--- src/rtl/program_counter_stack.sv ---
// program_counter_stack
// Program counter with a hardware return-address stack (RAS). It drives the
// instruction-fetch address and supports stall, absolute load, signed relative
// branch, CALL (push PC+1 and jump) and RETURN (pop into PC).
//
// Next-PC priority: Reset > Stall > Return > Call > LoadEnable > OffsetEnable > +1.
//
// Ports:
//   Clock, Reset        rising-edge clock, synchronous active-high reset
//   Stall               hold PC and stack this cycle
//   LoadEnable/LoadValue absolute jump; LoadValue is also the call target
//   OffsetEnable/Offset relative branch by sign-extended Offset
//   Call, Return        push PC+1 and jump / pop top of stack into PC
//   CounterValue        current PC
//   StackCount          number of valid RAS entries
//   StackFull/Empty     StackCount == STACK_DEPTH / StackCount == 0
//   StackError          (PC_STACK_ERROR_EN only) sticky overflow/underflow flag
//
// Build option: define PC_STACK_ERROR_EN to suppress Call-when-full, flag both
// overflow and underflow on StackError. Without it, overflow overwrites the
// oldest entry and underflow behaves as a plain increment.
module program_counter_stack #(
    parameter int unsigned     WIDTH        = 16,
    parameter int unsigned     OFFSET_WIDTH = 9,
    parameter int unsigned     STACK_DEPTH  = 8,
    parameter logic [WIDTH-1:0] RESET_VECTOR = '0
) (
    input  logic                               Clock,
    input  logic                               Reset,
    input  logic                               Stall,
    input  logic                               LoadEnable,
    input  logic [WIDTH-1:0]                   LoadValue,
    input  logic                               OffsetEnable,
    input  logic [OFFSET_WIDTH-1:0]            Offset,
    input  logic                               Call,
    input  logic                               Return,
    output logic [WIDTH-1:0]                   CounterValue,
    output logic [$clog2(STACK_DEPTH):0]       StackCount,
    output logic                               StackFull,
`ifdef PC_STACK_ERROR_EN
    output logic                               StackError,
`endif
    output logic                               StackEmpty
);

    localparam int unsigned PTR_W = $clog2(STACK_DEPTH);
    localparam int unsigned CNT_W = PTR_W + 1;

    logic [WIDTH-1:0] pc_q,    pc_d;
    logic [PTR_W-1:0] top_q,   top_d;
    logic [CNT_W-1:0] count_q, count_d;
    logic             full_q,  empty_q;
    logic             push_c;
    logic [WIDTH-1:0] pc_inc_c;
    logic [WIDTH-1:0] offset_sext_c;
    logic             full_c;
    logic [WIDTH-1:0] stack_q [STACK_DEPTH];
`ifdef PC_STACK_ERROR_EN
    logic             err_q,   err_d;
`endif

    // Next-state decode in priority order
    always_comb begin
        pc_inc_c      = pc_q + WIDTH'(1);
        offset_sext_c = {{(WIDTH-OFFSET_WIDTH){Offset[OFFSET_WIDTH-1]}}, Offset};
        full_c        = (count_q == CNT_W'(STACK_DEPTH));
        pc_d          = pc_inc_c;
        top_d         = top_q;
        count_d       = count_q;
        push_c        = 1'b0;
`ifdef PC_STACK_ERROR_EN
        err_d         = err_q;
`endif
        if (Stall) begin
            pc_d = pc_q;
        end else if (Return) begin
            if (count_q != '0) begin
                pc_d    = stack_q[top_q];
                top_d   = top_q - PTR_W'(1);
                count_d = count_q - CNT_W'(1);
            end else begin
`ifdef PC_STACK_ERROR_EN
                err_d = 1'b1;
`endif
            end
        end else if (Call) begin
`ifdef PC_STACK_ERROR_EN
            if (full_c) begin
                err_d = 1'b1;
            end else begin
                push_c  = 1'b1;
                pc_d    = LoadValue;
                top_d   = top_q + PTR_W'(1);
                count_d = count_q + CNT_W'(1);
            end
`else
            // When full, top+1 lands on the oldest entry so it is overwritten
            push_c  = 1'b1;
            pc_d    = LoadValue;
            top_d   = top_q + PTR_W'(1);
            count_d = full_c ? count_q : count_q + CNT_W'(1);
`endif
        end else if (LoadEnable) begin
            pc_d = LoadValue;
        end else if (OffsetEnable) begin
            pc_d = pc_q + offset_sext_c;
        end
    end

    // Control state register
    always_ff @(posedge Clock) begin
        if (Reset) begin
            pc_q    <= RESET_VECTOR;
            top_q   <= '0;
            count_q <= '0;
            full_q  <= 1'b0;
            empty_q <= 1'b1;
`ifdef PC_STACK_ERROR_EN
            err_q   <= 1'b0;
`endif
        end else begin
            pc_q    <= pc_d;
            top_q   <= top_d;
            count_q <= count_d;
            full_q  <= (count_d == CNT_W'(STACK_DEPTH));
            empty_q <= (count_d == '0);
`ifdef PC_STACK_ERROR_EN
            err_q   <= err_d;
`endif
        end
    end

    // RAS storage; contents are don't-care after reset so no reset is applied
    always_ff @(posedge Clock) begin
        if (push_c && !Reset) begin
            stack_q[top_q + PTR_W'(1)] <= pc_inc_c;
        end
    end

    assign CounterValue = pc_q;
    assign StackCount   = count_q;
    assign StackFull    = full_q;
    assign StackEmpty   = empty_q;
`ifdef PC_STACK_ERROR_EN
    assign StackError   = err_q;
`endif

endmodule

--- config.mk ---
export PLATFORM = sky130hd
export DESIGN_NAME = program_counter_stack
export DESIGN_NICKNAME = d
export VERILOG_FILES = /design/src/rtl/program_counter_stack.sv
export SDC_FILE = /design/constraint.sdc
export NUM_CORES = 1
export LEC_CHECK = 0
export ABC_AREA = 1
export CORE_MARGIN = 2
export CORE_UTILIZATION = 30
export CTS_CLUSTER_DIAMETER = 200
export DETAILED_ROUTE_END_ITERATION = 16
export HOLD_SLACK_MARGIN = 0.15
export MAX_ROUTING_LAYER = met4
export PLACE_DENSITY = 0.46
export SLEW_MARGIN = 20
export SYNTH_ARGS = -nofsm -noshare
export SYNTH_HDL_FRONTEND = slang
export SYNTH_SLANG_ARGS = --single-unit
--- constraint.sdc ---
create_clock -name Clock -period 2.5 [get_ports Clock]
set_input_delay 0.5 -clock Clock [delete_from_list [all_inputs] [get_ports Clock]]
set_output_delay 0.5 -clock Clock [all_outputs]
set_load 0.01 [all_outputs]
======== Word-level counts from Yosys, hierarchy flattened ========
Memories as Yosys holds them, arrays and structs flattened. A register that Yosys moved wholly into a read port is not among the register bits.
Cells that the tools add are included.
storage, ports and cells
  register bits after elaboration ......... 25
  bits in latches ......................... 0
  RAM bits ................................ 128
  ROM bits ................................ 0
  output and inout port bits .............. 22
  logic and storage cells ................. 42
  memories kept ........................... 1
operators by class
  add/subtract/negate cells ............... 6
  multiply operators ...................... 0
  div/mod/pow operators ................... 0
  magnitude comparators ................... 0
  eq/ne operators ......................... 3
  shifts and indexed selects .............. 0
  muxes and demuxes ....................... 20
  bitwise gates (word level) .............. 1
  reduce and logical (&&, ||, !) cells .... 6
memory list
  memory   depth  width  rd ports  clocked after memory_dff  write ports  line  source
  stack_q  8      16     1         1                         1            57    logic [WIDTH-1:0] stack_q [STACK_DEPTH];
operators by type and width
  cell                                                                 number
  16-bit 2-to-1 mux                                                    5
  4-bit 2-to-1 mux                                                     5
  16-bit by 1-bit adder with 16-bit output (second input constant)     1
  16-bit adder                                                         1
  3-bit 2-to-1 mux                                                     5
  4-bit == test (second input constant)                                2
  1-bit 2-to-1 mux                                                     5
  4-bit by 1-bit adder with 4-bit output (second input constant)       1
  4-bit zero test                                                      1
  4-bit nonzero test                                                   1
  4-bit by 1-bit subtractor with 4-bit output (second input constant)  1
  3-bit by 1-bit adder with 3-bit output (second input constant)       1
  3-bit AND reduction                                                  1
  3-bit by 1-bit subtractor with 3-bit output (second input constant)  1
  2-bit by 1-bit != test with 1-bit output (second input constant)     1
  2-bit nonzero test                                                   1
  1-bit logical AND                                                    1
  1-bit zero test                                                      1
  1-bit NOT                                                            1

======== Logic depth before layout (Yosys ltp) ========
Gate-level depths: netlist of run 1.
  depth after elaboration ................. 6
  mapped depth ............................ 14
  gate-level depth less buffers ........... 14

======== Worst setup path after synthesis of run 1 ========
No wires, ideal clock.
  path type ............................... input to register
  start ................................... input Stall
  end ..................................... memory stack_q[0][0], enable pin
  data arrival time ....................... 1.753 ns
  required time ........................... 2.112 ns
  slack ................................... 0.358 ns
  stages on the path ...................... 4
  path buffers ............................ 1
  path through ............................ clkbuf_1 nor3_1 nand2_1 nor2_1
between the ends
  cells in the longest elaborated chain, start to end .. 4
ends and longest elaborated chain
  element                                 line  source
  start, declared                         30    input logic Stall,
  1-bit 2-to-1 mux                        74    if (Stall) begin
  1-bit logical AND                       135   if (push_c && !Reset) begin
  1-bit 2-to-1 mux                        135
  1-bit 2-to-1 mux (not written as such)  136   stack_q[top_q + PTR_W'(1)] <= pc_inc_c;
  end, declared                           57
Every way passes these cells.

======== Final worst setup path of run 1 ========
  start ................................... register pc_q[0] (netlist: CounterValue[0])
  end ..................................... register pc_q[10] (netlist: CounterValue[10])
between the ends
  cells in the longest elaborated chain, start to end .. 5
  elaborated cells between the ends (all ways) .. 7
ends and longest elaborated chain
  element                                     line  source
  start, declared                             49    logic [WIDTH-1:0] pc_q, pc_d;
  start signal, assigned                      122   pc_q <= pc_d;
  16-bit by 1-bit adder with 16-bit output *  64    pc_inc_c = pc_q + WIDTH'(1);
  net pc_inc_c[10]                            54    logic [WIDTH-1:0] pc_inc_c;
  16-bit 2-to-1 mux                           105   end else if (OffsetEnable) begin
  16-bit 2-to-1 mux                           103   end else if (LoadEnable) begin
  16-bit 2-to-1 mux                           86    end else if (Call) begin
  16-bit 2-to-1 mux *                         76    end else if (Return) begin
Mark *: on every way through the listed nets, which the timed path passes. The rest lies on a longest branch.
A chain may end at the register's enable or synchronous reset.

==> results of run 1 <==
-- state kept, by name (all words and copies together) (netlist names), named ones only --
signal	flops
StackEmpty	1
stack_q	128
StackFull	1
StackCount	4
top_q	3
CounterValue	16
-- power by group through the flow --
| stage | clock network [mW] | registers, mW | logic, mW |
|---|---|---|---|
| final | 2.61 | 2.98 | 1.26 |
| after global routing | 2.77 | 2.98 | 1.41 |
| after CTS | 2.67 | 2.98 | 1.27 |
| after detailed placement | 0 | 3.03 | 1.26 |
| after global placement | 0 | 3.03 | 1.27 |
| after floorplan | 0 | 3.02 | 0.690 |
-- worst max-delay path: stages, from the launching register on --
cell	delay, ps
dfxtp_1	480
ha_1	250
nand2_2	110
nor2_4	180
nand3_2	120
xnor2_2	470
nand2_1	110
nand2_1	80
o21bai_2	100
nand2_1	60
a21oi_1	110
-- synth_stat cells, drive strengths merged (9+ instances only) --
cell    instances
xor2            9
ha             20
nor2          142
dfxtp          28
o22ai          11
inv            72
o21ai         124
edfxtp        128
nand2         171
clkbuf         17
a21oi          39
o211ai         13
buf            17
nand3          40
o221ai         11
-- metal layers --
layer  GRT usage, %  vias up  share of wire, %
met1          23.27     3127                47
met4          4.798        0               1.6
li1               -     3263                 -
met5              -        -                 0
met2          29.15      150                48
met3          3.161       29               3.7
-- through the flow --
step | cell area, um2 | hold WS, ps | std cells | setup TNS, ps
floorplan | 7963 | 486.1 | 881 | 0
global placement | 9447 | 518.5 | 1309 | -137.6
detailed placement | 9447 | 533.8 | 1309 | -225.8
CTS | 10050 | 545.5 | 1341 | 0
global route | 10050 | 607.7 | 1341 | 0
finish | 10050 | 545.9 | 1341 | 0
-- final cells by class --
class | instances | share of cell area, %
Timing Repair Buffer | 127 | 11.93
Tap cell | 335 | 4.172
Clock buffer | 17 | 4.234
Multi-Input combinational cell | 616 | 31.25
Sequential cell | 156 | 43.85
Inverter | 75 | 2.827
Clock inverter | 15 | 1.743
-- kinds of logic (layout without fill, tap and decap cells) --
logic type,after synthesis,count (layout),synth area share [%]
DFF,156,156,55.31
AOI/OAI and AO/OA,207,207,14.55
adders and majority gates,21,21,3.394
and+or+nand+nor,373,373,19.39
xor gates and xnor gates,15,15,1.838
buffers and inverters,109,234,5.515
-- worst max path at each step --
| stage | depth (start not counted) | startpoint | end |
|---|---|---|---|
| floorplan | 4 | Stall | stack_q[0][0]$_DFFE_PP_ |
| finish | 10 | CounterValue[0]$_SDFFE_PP0N_ | CounterValue[10]$_SDFFE_PP0N_ |
| global route | 10 | CounterValue[0]$_SDFFE_PP0N_ | CounterValue[10]$_SDFFE_PP0N_ |
| global placement | 12 | Offset[0] | CounterValue[4]$_SDFFE_PP0N_ |
| CTS | 10 | CounterValue[0]$_SDFFE_PP0N_ | CounterValue[10]$_SDFFE_PP0N_ |
| detailed placement | 15 | Offset[8] | CounterValue[13]$_SDFFE_PP0N_ |
==> flow_metrics.py, run 1 <==
metrics = {
    "status": {
        "status": "complete, no violations",
    },
    "global_routing": {
        "first_global_vias": 6418,
        "grt-ovfl-total": 0,
        "grt_max_degree": 52,
        "antenna_found_initial": 0,
        "grt_pass1_wl_um": 37290,
        "track_usage_pct": 17.97,
    },
    "pwr": {
        "combPwrFrac_pct": 18.4,
        "p_leak_nw": 3.928,
        "pwr-share-clk_pct": 38.2,
        "power_frac_seq_pct": 43.4,
        "p_switching_mw": 1.951,
        "intPower_mw": 4.903,
        "powerDensity_nw_per_um2": 682.1,
        "vdd_drop_max_mv": 0.4279,
        "p_sw_share_pct": 28.47,
        "p_total_mw": 6.853,
    },
    "sta": {
        "setup_violations": 0,
        "hold_viol_final": 0,
        "final_max_slew_viol_count": 0,
        "rsz0062_at_grt": "no",
        "tightest_slew_ps": 564.3,
        "fin_crit_ps": 2138,
        "finalCritPeriodShare_pct": 85.54,
        "slew_headroom_pct": 62.19,
        "max_freq_mhz": 467.6,
        "setup_ws_ps": 361.6,
        "fin_skew_ps": 10.20,
    },
    "clocking": {
        "cts_max_level": 4,
        "cts-root-buf": "clkbuf_16",
        "cts_tree": "built",
        "clk_pin_slew_ps": 70,
        "post_cts_buffers": 0,
        "cts_hold_buffers": 0,
        "clockBufferDepth": 2,
        "cts_repair_resize_count": 0,
        "clock_latency_ps": 420,
        "cts_buffers": 17,
        "cts.sinks": 156,
    },
    "logic_synthesis": {
        "ys.flop_type": "edfxtp_1",
        "yosys_warnings": 0,
        "yosysTopAreaCellShare_pct": 48.27,
        "netlist_area_um2": 7963,
        "ys_top_cells_by_area": "edfxtp_1 48%, nand2_1 7.9%, o21ai_0 7.6%",
        "synth_top_cell_by_area": "edfxtp_1",
        "async_flop_share_pct": 0,
        "syn_inst": 881,
        "synth_edf_count": 128,
        "synthesis.nets": 934,
        "syn_avg_cell_area_um2": 9.038,
        "ys_types": 43,
        "synth_seq_cells": 156,
        "yosysSeqAreaShare_pct": 55.31,
    },
    "route": {
        "drtPass1Iterations": 5,
        "drt_iter0_markers": 454,
        "vias": 6569,
        "routed_wl_um": 23780,
        "vias_per_cell": 4.899,
        "drc_errors": 0,
        "ant_nets": 0,
        "avgRoutedWirePerCell_um": 17.74,
    },
    "die": {
        "die_y_um": 166.9,
        "ios": 54,
        "die_area_um2": 27860,
        "core_area_um2": 26060,
        "die_w_um": 166.9,
        "placementRows": 59,
        "start_util_pct": 30.56,
    },
    "finish": {
        "final_common_cell": "nand2_1",
        "seq_area_um2": 4405,
        "utilization_pct": 38.56,
        "layout.nets": 1046,
        "final_cell_mix": "167 x nand2_1, 131 x nor2_1, 128 x edfxtp_1, 121 x o21ai_0, 69 x inv_1",
        "multi_input_area_um2": 3139,
        "drive_above_1_share_pct": 13.32,
        "n_antenna_cell": 0,
        "syn_to_final_growth_pct": 26.18,
        "fillers": 2642,
    },
    "worst_setup_path": {
        "end_kind": "flip-flop",
        "rr_endpoint": "CounterValue[10]$_SDFFE_PP0N_",
        "critPathKind": "flip-flop to flip-flop",
        "startpoint_type": "flip-flop",
        "worstRegToRegCells": 10,
        "crit_fanout": 10,
        "timing.rr.start": "CounterValue[0]$_SDFFE_PP0N_",
        "reg2reg_setup_slack_ps": 360,
        "critPathRequiredTime_ps": 2860,
        "cp.arrival_ps": 2490,
    },
    "min_path": {
        "hold_path.class": "flip-flop to flip-flop",
        "whs_path_depth": 1,
        "hp-start": "top_q[0]$_SDFFE_PP0P_",
    },
    "placed_design": {
        "io_buffers": 53,
        "dp_hpwl_um": 16770,
        "dp_slack_ps": -65.47,
        "globalplace.congestion": 0.8845,
    },
    "run": {
        "cap_violations": 0,
    },
}
No activity file was read; power rests on OpenSTA's default activity.
==> inputs of run 2 (changes only) <==
- CAP_MARGIN: not set -> 20
==> results of run 2 <==
Final layout, timing and power as in run 1 (identical DEF).
